===== src/rtl/demux_stream_1ton_pkg.sv =====
`default_nettype none
// ============================================================================
//  Module      : demux_stream_pkg
//  Description : Shared types and helpers for the 1-to-N stream demultiplexer.
//  Revision    : 1.0 - initial release
// ============================================================================
package demux_stream_pkg;

    // Per-slot action taken at the next clock edge
    typedef enum logic [1:0] {
        SLOT_HOLD  = 2'd0,
        SLOT_LOAD  = 2'd1,
        SLOT_DRAIN = 2'd2
    } slot_op_t;

    // Saturation value of an unsigned counter of the given width
    function automatic logic [63:0] cnt_max(input int unsigned width);
        if (width >= 64) begin
            return '1;
        end
        return (64'd1 << width) - 64'd1;
    endfunction

endpackage
`default_nettype wire


===== src/rtl/demux_stream_1ton_if.sv =====
`default_nettype none
// ============================================================================
//  Module      : demux_stream_1ton_if
//  Description : Producer-side and consumer-side handshake bundle of the
//                1-to-N stream demultiplexer.
//  Revision    : 1.0 - initial release
// ============================================================================
interface demux_stream_1ton_if #(
    parameter int unsigned DATA_W = 8,
    parameter int unsigned NUM_CH = 4
);
    localparam int unsigned c_sel_w = $clog2(NUM_CH);

    logic                       in_valid;
    logic                       in_ready;
    logic [DATA_W-1:0]          in_data;
    logic [c_sel_w-1:0]         in_sel;
    logic                       in_bcast;
    logic [NUM_CH-1:0]          out_valid;
    logic [NUM_CH-1:0]          out_ready;
    logic [NUM_CH*DATA_W-1:0]   out_data;

    // Environment view: drives the producer side, consumes the channels
    modport master (
        output in_valid, in_data, in_sel, in_bcast, out_ready,
        input  in_ready, out_valid, out_data
    );

    // Demultiplexer view
    modport slave (
        input  in_valid, in_data, in_sel, in_bcast, out_ready,
        output in_ready, out_valid, out_data
    );

endinterface
`default_nettype wire


===== src/rtl/demux_stream_1ton_slot.sv =====
`default_nettype none
// ============================================================================
//  Module      : demux_stream_slot
//  Description : One-entry output slot (valid bit + data register) of a
//                single demultiplexer channel.
//  Revision    : 1.0 - initial release
// ============================================================================
module demux_stream_slot
    import demux_stream_pkg::*;
#(
    parameter int unsigned DATA_W = 8
) (
    input  wire logic              clk,
    input  wire logic              rst,
    input  wire logic              load,
    input  wire logic [DATA_W-1:0] load_data,
    output logic                   out_valid,
    input  wire logic              out_ready,
    output logic [DATA_W-1:0]      out_data,
    output logic                   can_load
);

    typedef struct packed {
        logic              valid;
        logic [DATA_W-1:0] data;
    } slot_rec_t;

    slot_rec_t r_slot;
    slot_op_t  w_op;

    // A load wins over a drain so the slot refills without a bubble
    always_comb begin
        w_op = SLOT_HOLD;
        if (load) begin
            w_op = SLOT_LOAD;
        end else if (r_slot.valid && out_ready) begin
            w_op = SLOT_DRAIN;
        end
    end

    // Slot register; data is kept on drain so an idle channel shows its last word
    always_ff @(posedge clk) begin
        if (rst) begin
            r_slot <= '0;
        end else begin
            case (w_op)
                SLOT_LOAD:  r_slot       <= {1'b1, load_data};
                SLOT_DRAIN: r_slot.valid <= 1'b0;
                default:    r_slot       <= r_slot;
            endcase
        end
    end

    assign out_valid = r_slot.valid;
    assign out_data  = r_slot.data;
    assign can_load  = ~r_slot.valid | out_ready;

endmodule
`default_nettype wire


===== src/rtl/demux_stream_1ton.sv =====
`default_nettype none
// ============================================================================
//  Module      : demux_stream_1ton
//  Description : Registered 1-to-NUM_CH stream demultiplexer with per-channel
//                one-entry slots, atomic broadcast and a saturating counter
//                of words dropped for an out-of-range select.
//  Revision    : 1.0 - initial release
// ============================================================================
module demux_stream_1ton
    import demux_stream_pkg::*;
#(
    parameter int unsigned DATA_W = 8,
    parameter int unsigned NUM_CH = 4,
    parameter int unsigned CNT_W  = 16
) (
    input  wire logic        clk,
    input  wire logic        rst,
    demux_stream_1ton_if.slave bus,
    output logic [CNT_W-1:0] drop_cnt
);

    localparam int unsigned      c_sel_w   = $clog2(NUM_CH);
    localparam logic [CNT_W-1:0] c_cnt_max = CNT_W'(cnt_max(CNT_W));

    logic [NUM_CH-1:0]        w_sel_hit;
    logic [NUM_CH-1:0]        w_can_load;
    logic [NUM_CH-1:0]        w_load;
    logic [NUM_CH-1:0]        w_out_valid;
    logic [NUM_CH*DATA_W-1:0] w_out_data;
    logic                     w_sel_legal;
    logic                     w_in_ready;
    logic                     w_accept;
    logic                     w_drop;
    logic [CNT_W-1:0]         r_drop_cnt;

    // Per-channel select decode, load strobe and slot
    for (genvar k = 0; k < NUM_CH; k++) begin : g_ch
        assign w_sel_hit[k] = (bus.in_sel == c_sel_w'(k));
        assign w_load[k]    = w_accept & (bus.in_bcast | w_sel_hit[k]);

        demux_stream_slot #(
            .DATA_W (DATA_W)
        ) u_slot (
            .clk       (clk),
            .rst       (rst),
            .load      (w_load[k]),
            .load_data (bus.in_data),
            .out_valid (w_out_valid[k]),
            .out_ready (bus.out_ready[k]),
            .out_data  (w_out_data[k*DATA_W +: DATA_W]),
            .can_load  (w_can_load[k])
        );
    end

    // Input readiness: broadcast needs every slot free, unicast only its own,
    // an out-of-range select is always swallowed
    always_comb begin
        w_sel_legal = |w_sel_hit;
        w_in_ready  = 1'b1;
        if (rst) begin
            w_in_ready = 1'b0;
        end else if (bus.in_bcast) begin
            w_in_ready = &w_can_load;
        end else if (w_sel_legal) begin
            w_in_ready = |(w_sel_hit & w_can_load);
        end
    end

    assign w_accept = bus.in_valid & w_in_ready;
    assign w_drop   = w_accept & ~bus.in_bcast & ~w_sel_legal;

    // Saturating count of words consumed without a destination
    always_ff @(posedge clk) begin
        if (rst) begin
            r_drop_cnt <= '0;
        end else if (w_drop && (r_drop_cnt != c_cnt_max)) begin
            r_drop_cnt <= r_drop_cnt + 1'b1;
        end
    end

    assign bus.in_ready  = w_in_ready;
    assign bus.out_valid = w_out_valid;
    assign bus.out_data  = w_out_data;
    assign drop_cnt      = r_drop_cnt;

endmodule
`default_nettype wire


===== src/flat_wrapper.sv =====
// flat-port wrapper written by rule: the top's interface ports become plain ports
module demux_stream_1ton_flat import demux_stream_pkg::*;
#(
    parameter int unsigned DATA_W = 8,
    parameter int unsigned NUM_CH = 4,
    parameter int unsigned CNT_W  = 16
)
  (clk, rst, drop_cnt, bus_in_valid, bus_in_data, bus_in_sel, bus_in_bcast, bus_out_ready, bus_in_ready, bus_out_valid, bus_out_data);
  demux_stream_1ton_if #(.DATA_W(DATA_W), .NUM_CH(NUM_CH)) bus_i ();
  input  wire logic clk;
  input  wire logic rst;
  output logic [CNT_W-1:0] drop_cnt;
  input wire logic [$bits(bus_i.in_valid)-1:0] bus_in_valid;
  input wire logic [$bits(bus_i.in_data)-1:0] bus_in_data;
  input wire logic [$bits(bus_i.in_sel)-1:0] bus_in_sel;
  input wire logic [$bits(bus_i.in_bcast)-1:0] bus_in_bcast;
  input wire logic [$bits(bus_i.out_ready)-1:0] bus_out_ready;
  output wire logic [$bits(bus_i.in_ready)-1:0] bus_in_ready;
  output wire logic [$bits(bus_i.out_valid)-1:0] bus_out_valid;
  output wire logic [$bits(bus_i.out_data)-1:0] bus_out_data;
  assign bus_i.in_valid = bus_in_valid;
  assign bus_i.in_data = bus_in_data;
  assign bus_i.in_sel = bus_in_sel;
  assign bus_i.in_bcast = bus_in_bcast;
  assign bus_i.out_ready = bus_out_ready;
  assign bus_in_ready = bus_i.in_ready;
  assign bus_out_valid = bus_i.out_valid;
  assign bus_out_data = bus_i.out_data;
  demux_stream_1ton #(.DATA_W(DATA_W), .NUM_CH(NUM_CH), .CNT_W(CNT_W)) u_core (.clk(clk), .rst(rst), .bus(bus_i), .drop_cnt(drop_cnt));
endmodule

===== config.mk =====
export PLATFORM = sky130hd
export DESIGN_NAME = demux_stream_1ton_flat
export DESIGN_NICKNAME = d
export VERILOG_FILES = /design/src/rtl/demux_stream_1ton_pkg.sv /design/src/rtl/demux_stream_1ton_if.sv /design/src/rtl/demux_stream_1ton_slot.sv /design/src/rtl/demux_stream_1ton.sv /design/src/flat_wrapper.sv
export SDC_FILE = /design/constraint.sdc
export NUM_CORES = 1
export LEC_CHECK = 0
export ABC_CLOCK_PERIOD_IN_PS = 2300
export CAP_MARGIN = 20
export CORE_MARGIN = 10
export CORE_UTILIZATION = 44
export DETAILED_ROUTE_END_ITERATION = 16
export PLACE_DENSITY = 0.82
export SYNTH_ARGS = -nofsm -noshare
export SYNTH_HDL_FRONTEND = slang
export SYNTH_SLANG_ARGS = --single-unit

===== constraint.sdc =====
create_clock -name clk -period 2.3 [get_ports clk]
set_clock_uncertainty 0.05 [all_clocks]
set_input_delay 0.23 -clock clk [delete_from_list [all_inputs] [get_ports clk]]
set_output_delay 0.23 -clock clk [all_outputs]
set_load 0.005 [all_outputs]

# --- After elaboration in Yosys (flattened, before gate mapping) ---
# Cells that the tools add are included.
totals:
  elab_cells: 72
  reg_bits: 52
  output_inout_bits: 53
classes:
  mux: 15
  bitwise_logic: 22
  addsub: 1
  n_reduce_logical: 13
  n_eq_ne: 12
op_table:
  columns: ["op", "count"]
  rows:
  - ["16-bit by 1-bit adder with 16-bit output (second input constant)", 1]
  - ["2-bit two-way mux", 8]
  - ["16-bit inequality test (second input constant)", 1]
  - ["2-bit equality test (second input constant)", 6]
  - ["2-bit by 1-bit equality test with 1-bit output (second input constant)", 5]
  - ["1-bit OR", 8]
  - ["1-bit case mux with 2 select lines", 4]
  - ["2-bit nonzero test", 4]
  - ["4-bit OR reduction", 2]
  - ["1-bit bitwise AND", 7]
  - ["1-bit NOT", 6]
  - ["1-bit logical AND", 5]
  - ["4-bit bitwise AND", 1]
  - ["4-bit AND reduction", 1]
  - ["1-bit two-way mux", 3]
  - ["2-bit logical NOT", 1]

# --- Depth between registers and ports, before layout ---
depth:
  word_depth: 12
  depth_mapped: 6

# --- Cells and area by module ---
# A second synthesis with hierarchy kept.
unflattened:
  cells_unflattened: 170
  hier_area_um2: 1829.3
by_module_without_submodules:
  columns: ["mod", "instances", "area_per_inst_um2", "cells_each"]
  rows:
  - ["demux_stream_slot", 4, 321.6, 30]
  - ["demux_stream_1ton", 1, 543.0, 50]

# --- Least setup slack after synthesis ---
# No wires, ideal clock.
synth_timing:
  path_kind: "flip-flop to flip-flop"
  start: "register u_core.g_ch[3].u_slot.r_slot, in the netlist u_core.g_ch[3].u_slot.out_valid"
  end: "register u_core.g_ch[2].u_slot.r_slot, in the netlist u_core.g_ch[2].u_slot.out_data[0]"
  t_arrival_ns: 1.512
  required_ns: 2.178
  setup_ns: 0.072
  stages_incl_launch_ff: 6
  synth_period_minus_slack_ns: 1.634
  slack_ns: 0.666
  cell_sequence: "dfxtp_1 -> nand2b_1 -> mux4_2 -> o2111ai_1 -> buf_4 -> mux2i_1"
synth_between:
  elab_chain_cells: 11
synth_rtl:
  columns: ["item", "line", "text"]
  rows:
  - ["start, declared", "demux_stream_1ton_slot.sv:28", "slot_rec_t r_slot;"]
  - ["start signal, assigned", "demux_stream_1ton_slot.sv:47", "SLOT_LOAD: r_slot <= {1'b1, load_data};"]
  - ["start signal, assigned", "demux_stream_1ton_slot.sv:49", "default: r_slot <= r_slot;"]
  - ["1-bit NOT *", "demux_stream_1ton_slot.sv:56", "assign can_load = ~r_slot.valid | out_ready;"]
  - ["1-bit OR *", "demux_stream_1ton_slot.sv:56", null]
  - ["4-bit bitwise AND", "demux_stream_1ton.sv:65", "w_in_ready = |(w_sel_hit & w_can_load);"]
  - ["4-bit OR reduction", "demux_stream_1ton.sv:65", null]
  - ["1-bit two-way mux", "demux_stream_1ton.sv:64", "end else if (w_sel_legal) begin"]
  - ["1-bit two-way mux *", "demux_stream_1ton.sv:62", "end else if (bus.in_bcast) begin"]
  - ["1-bit two-way mux *", "demux_stream_1ton.sv:60", "if (rst) begin"]
  - ["1-bit bitwise AND *", "demux_stream_1ton.sv:69", "assign w_accept = bus.in_valid & w_in_ready;"]
  - ["1-bit bitwise AND *", "demux_stream_1ton.sv:39", "assign w_load[k] = w_accept & (bus.in_bcast | w_sel_hit[k]);"]
  - ["2-bit two-way mux *", "demux_stream_1ton_slot.sv:34", "if (load) begin"]
  - ["2-bit by 1-bit equality test with 1-bit output *", "demux_stream_1ton_slot.sv:46", "case (w_op)"]
  - ["end signal, assigned", "demux_stream_1ton_slot.sv:47", null]
  - ["end signal, assigned", "demux_stream_1ton_slot.sv:49", null]
  - ["end, declared", "demux_stream_1ton_slot.sv:28", null]
# Mark *: on every way between the ends. The rest lies on a longest branch, timed or not.
# A chain may end at the register's enable or synchronous reset.

# --- Final worst setup path ---
layout_timing:
  start: "input port bus_in_sel[0]"
  end: "output port bus_in_ready"
layout_between:
  elab_chain_cells: 6
layout_rtl:
  columns: ["item", "line", "text"]
  rows:
  - ["start, declared", "flat_wrapper.sv:15", "input wire logic [$bits(bus_i.in_sel)-1:0] bus_in_sel;"]
  - ["2-bit by 1-bit equality test with 1-bit output (tied with other cells)", "demux_stream_1ton.sv:38", "assign w_sel_hit[k] = (bus.in_sel == c_sel_w'(k));"]
  - ["4-bit bitwise AND", "demux_stream_1ton.sv:65", null]
  - ["4-bit OR reduction", "demux_stream_1ton.sv:65", null]
  - ["1-bit two-way mux *", "demux_stream_1ton.sv:64", null]
  - ["1-bit two-way mux *", "demux_stream_1ton.sv:62", null]
  - ["1-bit two-way mux *", "demux_stream_1ton.sv:60", null]
  - ["end, declared", "flat_wrapper.sv:18", "output wire logic [$bits(bus_i.in_ready)-1:0] bus_in_ready;"]
# Marked as above.

==> out/results.md <==
| Stage | Metric | This run |
|:---|:---|:---|
| timing | Slew @ Worst Pin | 492 ps |
| critical path | Worst-path maximum fanout | 4 |
| yosys | Post-Syn Area per Cell | 11.1 um^2 |
| timing | Final worst setup slack | 87.8 ps |
| critical path | Endpoint required time on the critical path | 2020 ps |
| global routing | Via count of the first global-routing pass | 1466 |
| critical path | Setup crit start kind | input port |
| pwr | Power per Cell Area | 614 mW/mm^2 |
| placement | Input/output buffers | 70 |
| placement | Worst Setup Slack post-DPL | 46.0 ps |
| clocking | Clock latency reported for the late side of the worst-skew pair | 300 ps |
| global routing | Total grt overflow | 0 |
| timing | Hold Vio Cnt, Final | 0 |
| yosys | Synth Register Bits | 52 |
| clocking | Hold-fix buffer count after cts | 0 |
| clocking | Clock sink total | 52 |
| routing | Post-DR vias/cell | 4.82 |
| floorplanning | Number of placed I/O pins | 71 |
| timing | Min Hold Slack | 419 ps |
| global routing | First-pass GRT wire length | 7400 um |
| timing | Accumulated negative setup slack | 0 ps |
| global routing | Initial antenna violation count | 0 |
| finish | Nets | 270 |
| finish | Final instance area | 0.00283 mm^2 |
| clocking | Post-CTS clock slew at the launch and capture registers of the worst setup and hold paths | 80 ps |
| yosys | Mapped cell area | 0.00199 mm^2 |
| clocking | Cell chosen for the clock root | sky130_fd_sc_hd__clkbuf_8 |
| finish | Number of non-filler instances in the completed layout | 304 |
| floorplanning | Die width | 87.3 um |
| timing | Max-slew headroom at the worst pin | 66.9% |
| clocking | Maximum level of the CTS H-tree | 2 |
| timing | Final critical-path share of the clock period | 96.2% |
| timing | Minimum clock period | 2210 ps |
| run | Max-cap violations | 0 |
| clocking | Deepest clock path buffer count | 2 |
| clocking | Inserted Clock Buffers | 5 |
| yosys | Post-Synthesis Net Count | 197 |
| hold path | Worst min path class | flop to flop |
| clocking | TritonCTS clock tree | done |
| floorplanning | Area of the placeable core | 0.00438 mm^2 |
| clocking | CTS resizes | 0 |
| critical path | Worst setup path class | input port to output port |
| placement | Half-perimeter wire length after detailed placement | 3510 um |
| routing | DRC Markers | 0 |
| placement | Post-Place Cell Area | 0.00275 mm^2 |
| routing | Wire length per cell after detailed routing | 15.3 um |
| global routing | Total global-route track usage | 12.1% |
| timing | Achievable frequency | 452 MHz |
| routing | Count of TritonRoute iterations in the first routing pass | 4 |
| global routing | Largest net degree at the start of global routing | 61 |
| placement | Final estimated routing congestion in global placement | 0.847 |
| outcome | Status | finished clean |
| floorplanning | Overall die area | 0.00763 mm^2 |
| pwr | Static leakage | 1.15 nW |
| routing | Number of nets with antenna violations after routing | 0 |
| clocking | Post-CTS repair timing setup buffer count | 0 |
| critical path | Worst endpoint data arrival time | 1930 ps |
| yosys | Library cells used by synthesis | 20 |
| timing | Slew Limit Fails | 0 |
| finish | Layout cells sized above 1 | 7.94% |
| finish | Post-Route Utilization | 64.6% |
| floorplanning | Die height | 87.3 um |
| placement | Cell total after placement | 297 |
| floorplanning | Initial Utilization | 45.5% |
| pwr | Final total power | 1.74 mW |
| finish | Post-synthesis to final-layout area growth | 42.1% |
| routing | Count of vias placed by the detailed router | 1464 |
| timing | Final setup violation count | 0 |
| yosys | Gate count of the mapped netlist | 179 |
| yosys | Warning count from the yosys run | 0 |
| routing | Initial detailed-routing violation count | 58 |
| critical path | Endpoint type of the worst setup path | output port |
| finish | Number of inserted diodes | 0 |
| pwr | Worst IR Drop VDD | 0.000428 V |
| finish | Number of fill cells | 358 |
| floorplanning | Number of cell rows | 24 |
| routing | Total detailed-routing wirelength | 4660 um |
| yosys | Share of synthesized area occupied by flip-flops and latches | 52.2% |
| timing | RSZ-0062 raised after global routing | false |
==> cell families (layout without fill, tap and decap cells) <==
kind of cell           after synthesis  count (layout)  share of synthesized area [%]
AO/OA/AOI/OAI                       15              15                           6.71
buffers and inverters               16              89                           4.52
flip-flops                          52              52                           52.2
multiplexers                        33              33                           17.2
AND/OR/NAND/NOR                     63              63                           19.4
==> flip-flops by register name, summed over array words and instances, names as in the netlist <==
| signal | count |
|---|---|
| u_core.g_ch.u_slot.out_valid | 4 |
| u_core.drop_cnt | 16 |
| u_core.g_ch.u_slot.out_data | 32 |
==> path summary, 6_finish.rpt <==
path / to / start / slack (ps) / depth (start not counted)
hold reg to reg: u_core.drop_cnt[10] / u_core.drop_cnt[10] / 420 / 1
setup reg to reg: u_core.g_ch[0].u_slot.out_data[1] / u_core.g_ch[3].u_slot.out_valid / 440 / 5
setup / recovery: bus_in_ready / bus_in_sel[0] / 90 / 5
hold / removal: u_core.drop_cnt[10] / u_core.drop_cnt[10] / 420 / 1
==> cell usage in the layout, fill, tap and decap left out, drive strengths merged <==
| master | n |
|---|---|
| a21oi | 4 |
| nor2 | 1 |
| a21o | 1 |
| inv | 2 |
| buf | 10 |
| nor2b | 16 |
| clkinv | 1 |
| o2111a | 2 |
| clkdlybuf4s50 | 70 |
| o21ai | 3 |
| dfxtp | 52 |
| a41o | 1 |
| mux2i | 32 |
| clkbuf | 5 |
| nand2b | 44 |
| nand2 | 2 |
| clkinvlp | 1 |
| o2111ai | 4 |
| mux4 | 1 |
==> report_power, final <==
group          internal (mW)  switching, mW
registers              0.943         0.0222
logic                  0.173          0.114
clock network          0.207          0.281
==> synthesized netlist by cell type (all sizes together) <==
library cell,instances,area (um^2)
a41o,1,10.0
a21oi,4,20.0
mux4,1,22.5
buf,7,56.3
a21o,1,7.51
o21ai,3,15.0
o2111ai,4,58.8
mux2i,32,320
nor2b,16,100
clkbuf,7,26.3
nor2,1,3.75
inv,2,7.51
nand2,2,7.51
dfxtp,52,1040
nand2b,44,275
o2111a,2,22.5
==> layer usage <==
layer	track usage [%]	routed length, um
met4	3.04	32
met5	0	0
met3	5.15	391
met2	19.1	2170
met1	14.7	2060
==> worst max-delay path, cell delays in order <==
cell and delay [ps]:
sky130_fd_sc_hd__clkdlybuf4s50_1 540, sky130_fd_sc_hd__mux4_2 530, sky130_fd_sc_hd__o21ai_1 130, sky130_fd_sc_hd__nor2_1 50, sky130_fd_sc_hd__clkdlybuf4s50_1 440
==> layout make-up <==
class / count / area (um^2) / area share [%]
multi-input combinational: 111 / 863 / 30.5
clock inverter: 2 / 12.5 / 0.442
timing repair buffer: 80 / 776 / 27.4
clock buffer: 5 / 68.8 / 2.43
tap: 52 / 65.1 / 2.30
inverter: 2 / 7.51 / 0.265
sequential: 52 / 1040 / 36.7
Power figures use the tool's default switching activity.
==> edit (config.mk and constraints unchanged) <==
`CNT_W` is set to 16 in 2 places; all go to 12.
--- a/src/rtl/demux_stream_1ton.sv
+++ b/src/rtl/demux_stream_1ton.sv
@@ -12,5 +12,5 @@
     parameter int unsigned DATA_W = 8,
     parameter int unsigned NUM_CH = 4,
-    parameter int unsigned CNT_W  = 16
+    parameter int unsigned CNT_W  = 12
 ) (
     input  wire logic        clk,
--- a/src/flat_wrapper.sv
+++ b/src/flat_wrapper.sv
@@ -4,5 +4,5 @@
     parameter int unsigned DATA_W = 8,
     parameter int unsigned NUM_CH = 4,
-    parameter int unsigned CNT_W  = 16
+    parameter int unsigned CNT_W  = 12
 )
   (clk, rst, drop_cnt, bus_in_valid, bus_in_data, bus_in_sel, bus_in_bcast, bus_out_ready, bus_in_ready, bus_out_valid, bus_out_data);
Ports: changed (resized drop_cnt); port bits go from 71 to 67. The function was not compared with the original's and may differ.
==> edit against the original RTL <==
  * Core utilization grew 1.8 points
  * Sequential cell count decreased by 4
  * Worst setup slack better by 18 ps
  * Largest power group unchanged
  * Total power down 3.1%
  * Register-to-register slack lost 40 ps
  * Non-clock buffer count shrank 3
  * Area after synthesis down 6.6%
  * Sequential power shrank 7.0%
  * First-iteration DRC count unchanged
  * Wire length decreased by 4.3%
  * Via count down 3.1%
  * Cell area fell by 4.9%
==> edit: results (changes against the original RTL) <==
vias per std cell = 4.89 (was 4.82)
crit-path max FO = 3 (was 4)
GPL Wtd Cong = 0.836 (was 0.847)
register share of the cell area = 0.356 (was 0.367)
grt met1 use = 0.144 (was 0.147)
maximum clock rate = 0.456 GHz (was 0.452 GHz)
vias in the first global route = 1474 (was 1466)
Leakage = 1.11 nW (was 1.15 nW)
outcome = complete, no violations (unchanged)
internal power = 1.29 mW (was 1.32 mW)
worst r2r src = u_core.g_ch[1].u_slot.out_valid (was u_core.g_ch[3].u_slot.out_valid)
crit path launch = bus_out_ready[1] (was bus_in_sel[0])
IO Port Bufs = 66 (was 70)
Clock Power = 0.505 mW (was 0.488 mW)
setup slack, reg-to-reg = 400 ps (was 440 ps)
NonClk Buf Share = 0.276 (was 0.274)
met2 usage = 0.182 (was 0.191)
Max VDD drop = 0.000404 V (was 0.000428 V)
GR Util met3 = 0.0765 (was 0.0515)
share of cells above drive strength 1 = 0.100 (was 0.0794)
leading post-synthesis cells by cell area = dfxtp_1 52%, mux2i_1 17%, nand2b_1 15% (was dfxtp_1 52%, mux2i_1 16%, nand2b_1 14%)
WP data arrival = 1910 ps (was 1930 ps)
pre-CTS setup slack = 41.3 ps (was 46.0 ps)
Final clock-cell share = 0.0339 (was 0.0287)
Critical R2R Capture = u_core.g_ch[3].u_slot.out_data[7] (was u_core.g_ch[0].u_slot.out_data[1])
comb_multi_in = 106 (was 111)
Worst Tran Pin Value = 391 ps (was 492 ps)
detailed route wirelength on metal2 = 1950 um (was 2170 um)
initial DRC count = 58 (unchanged)
first-pass GRT wire length = 7280 um (was 7400 um)
Seq cells = 48 (was 52)
fillcell total = 326 (was 358)
Final #Nets = 258 (was 270)
crit-path max cell delay = 490 ps (was 540 ps)
syn_nets = 189 (was 197)
Mapped Avg Cell Area = 10.9 um2 (was 11.1 um2)
Finished Layout Cells = 290 (was 304)
pin count of the biggest net entering global routing = 35 (was 61)
Total GRT Usage = 0.122 (was 0.121)
drt wl/cell = 15.4 um (was 15.3 um)
synth unique cells = 19 (was 20)
Hold Startpoint = u_core.drop_cnt[7] (was u_core.drop_cnt[10])
Min-Delay Endpoint = u_core.drop_cnt[7] (was u_core.drop_cnt[10])
leading area contributor after synthesis = dfxtp_1 (unchanged)
critical path's slowest cell = mux4_2 (was clkdlybuf4s50_1)
met3 wire length = 514 um (was 391 um)
Metal-1 WL = 1970 um (was 2060 um)
Cells after DPL = 283 (was 297)
clkbuf count = 6 (was 5)
==> edit: cell types whose count changed in the layout (fill, tap and decap cells not counted), sizes merged <==
cell	unedited run	this run
clkdlybuf4s50	70	66
dfxtp	52	48
nor2b	16	12
buf	10	11
clkbuf	5	6
clkinvlp	1	0
o2111a	2	1
==> edit: cells by family (layout without fill, tap and decap cells) <==
family | after synthesis | count (layout) | share of synthesized area
mux | 33 | 33 | 0.184
compound gates | 14 | 14 | 0.0565
buf+inv | 17 | 86 | 0.0491
simple gates | 59 | 59 | 0.194
flops | 48 | 48 | 0.516
==> edit: metrics by stage <==
step	instance area [um2]	total power, mW	hold slack, ps	util
6_report	2700	1.69	420	0.665
2_1_floorplan	1860	1.05	376	-
3_3_place_gp	2580	1.20	402	0.637
3_5_place_dp	2580	1.20	410	0.637
4_1_cts	2680	1.70	424	0.659
5_1_grt	2700	1.76	438	0.665
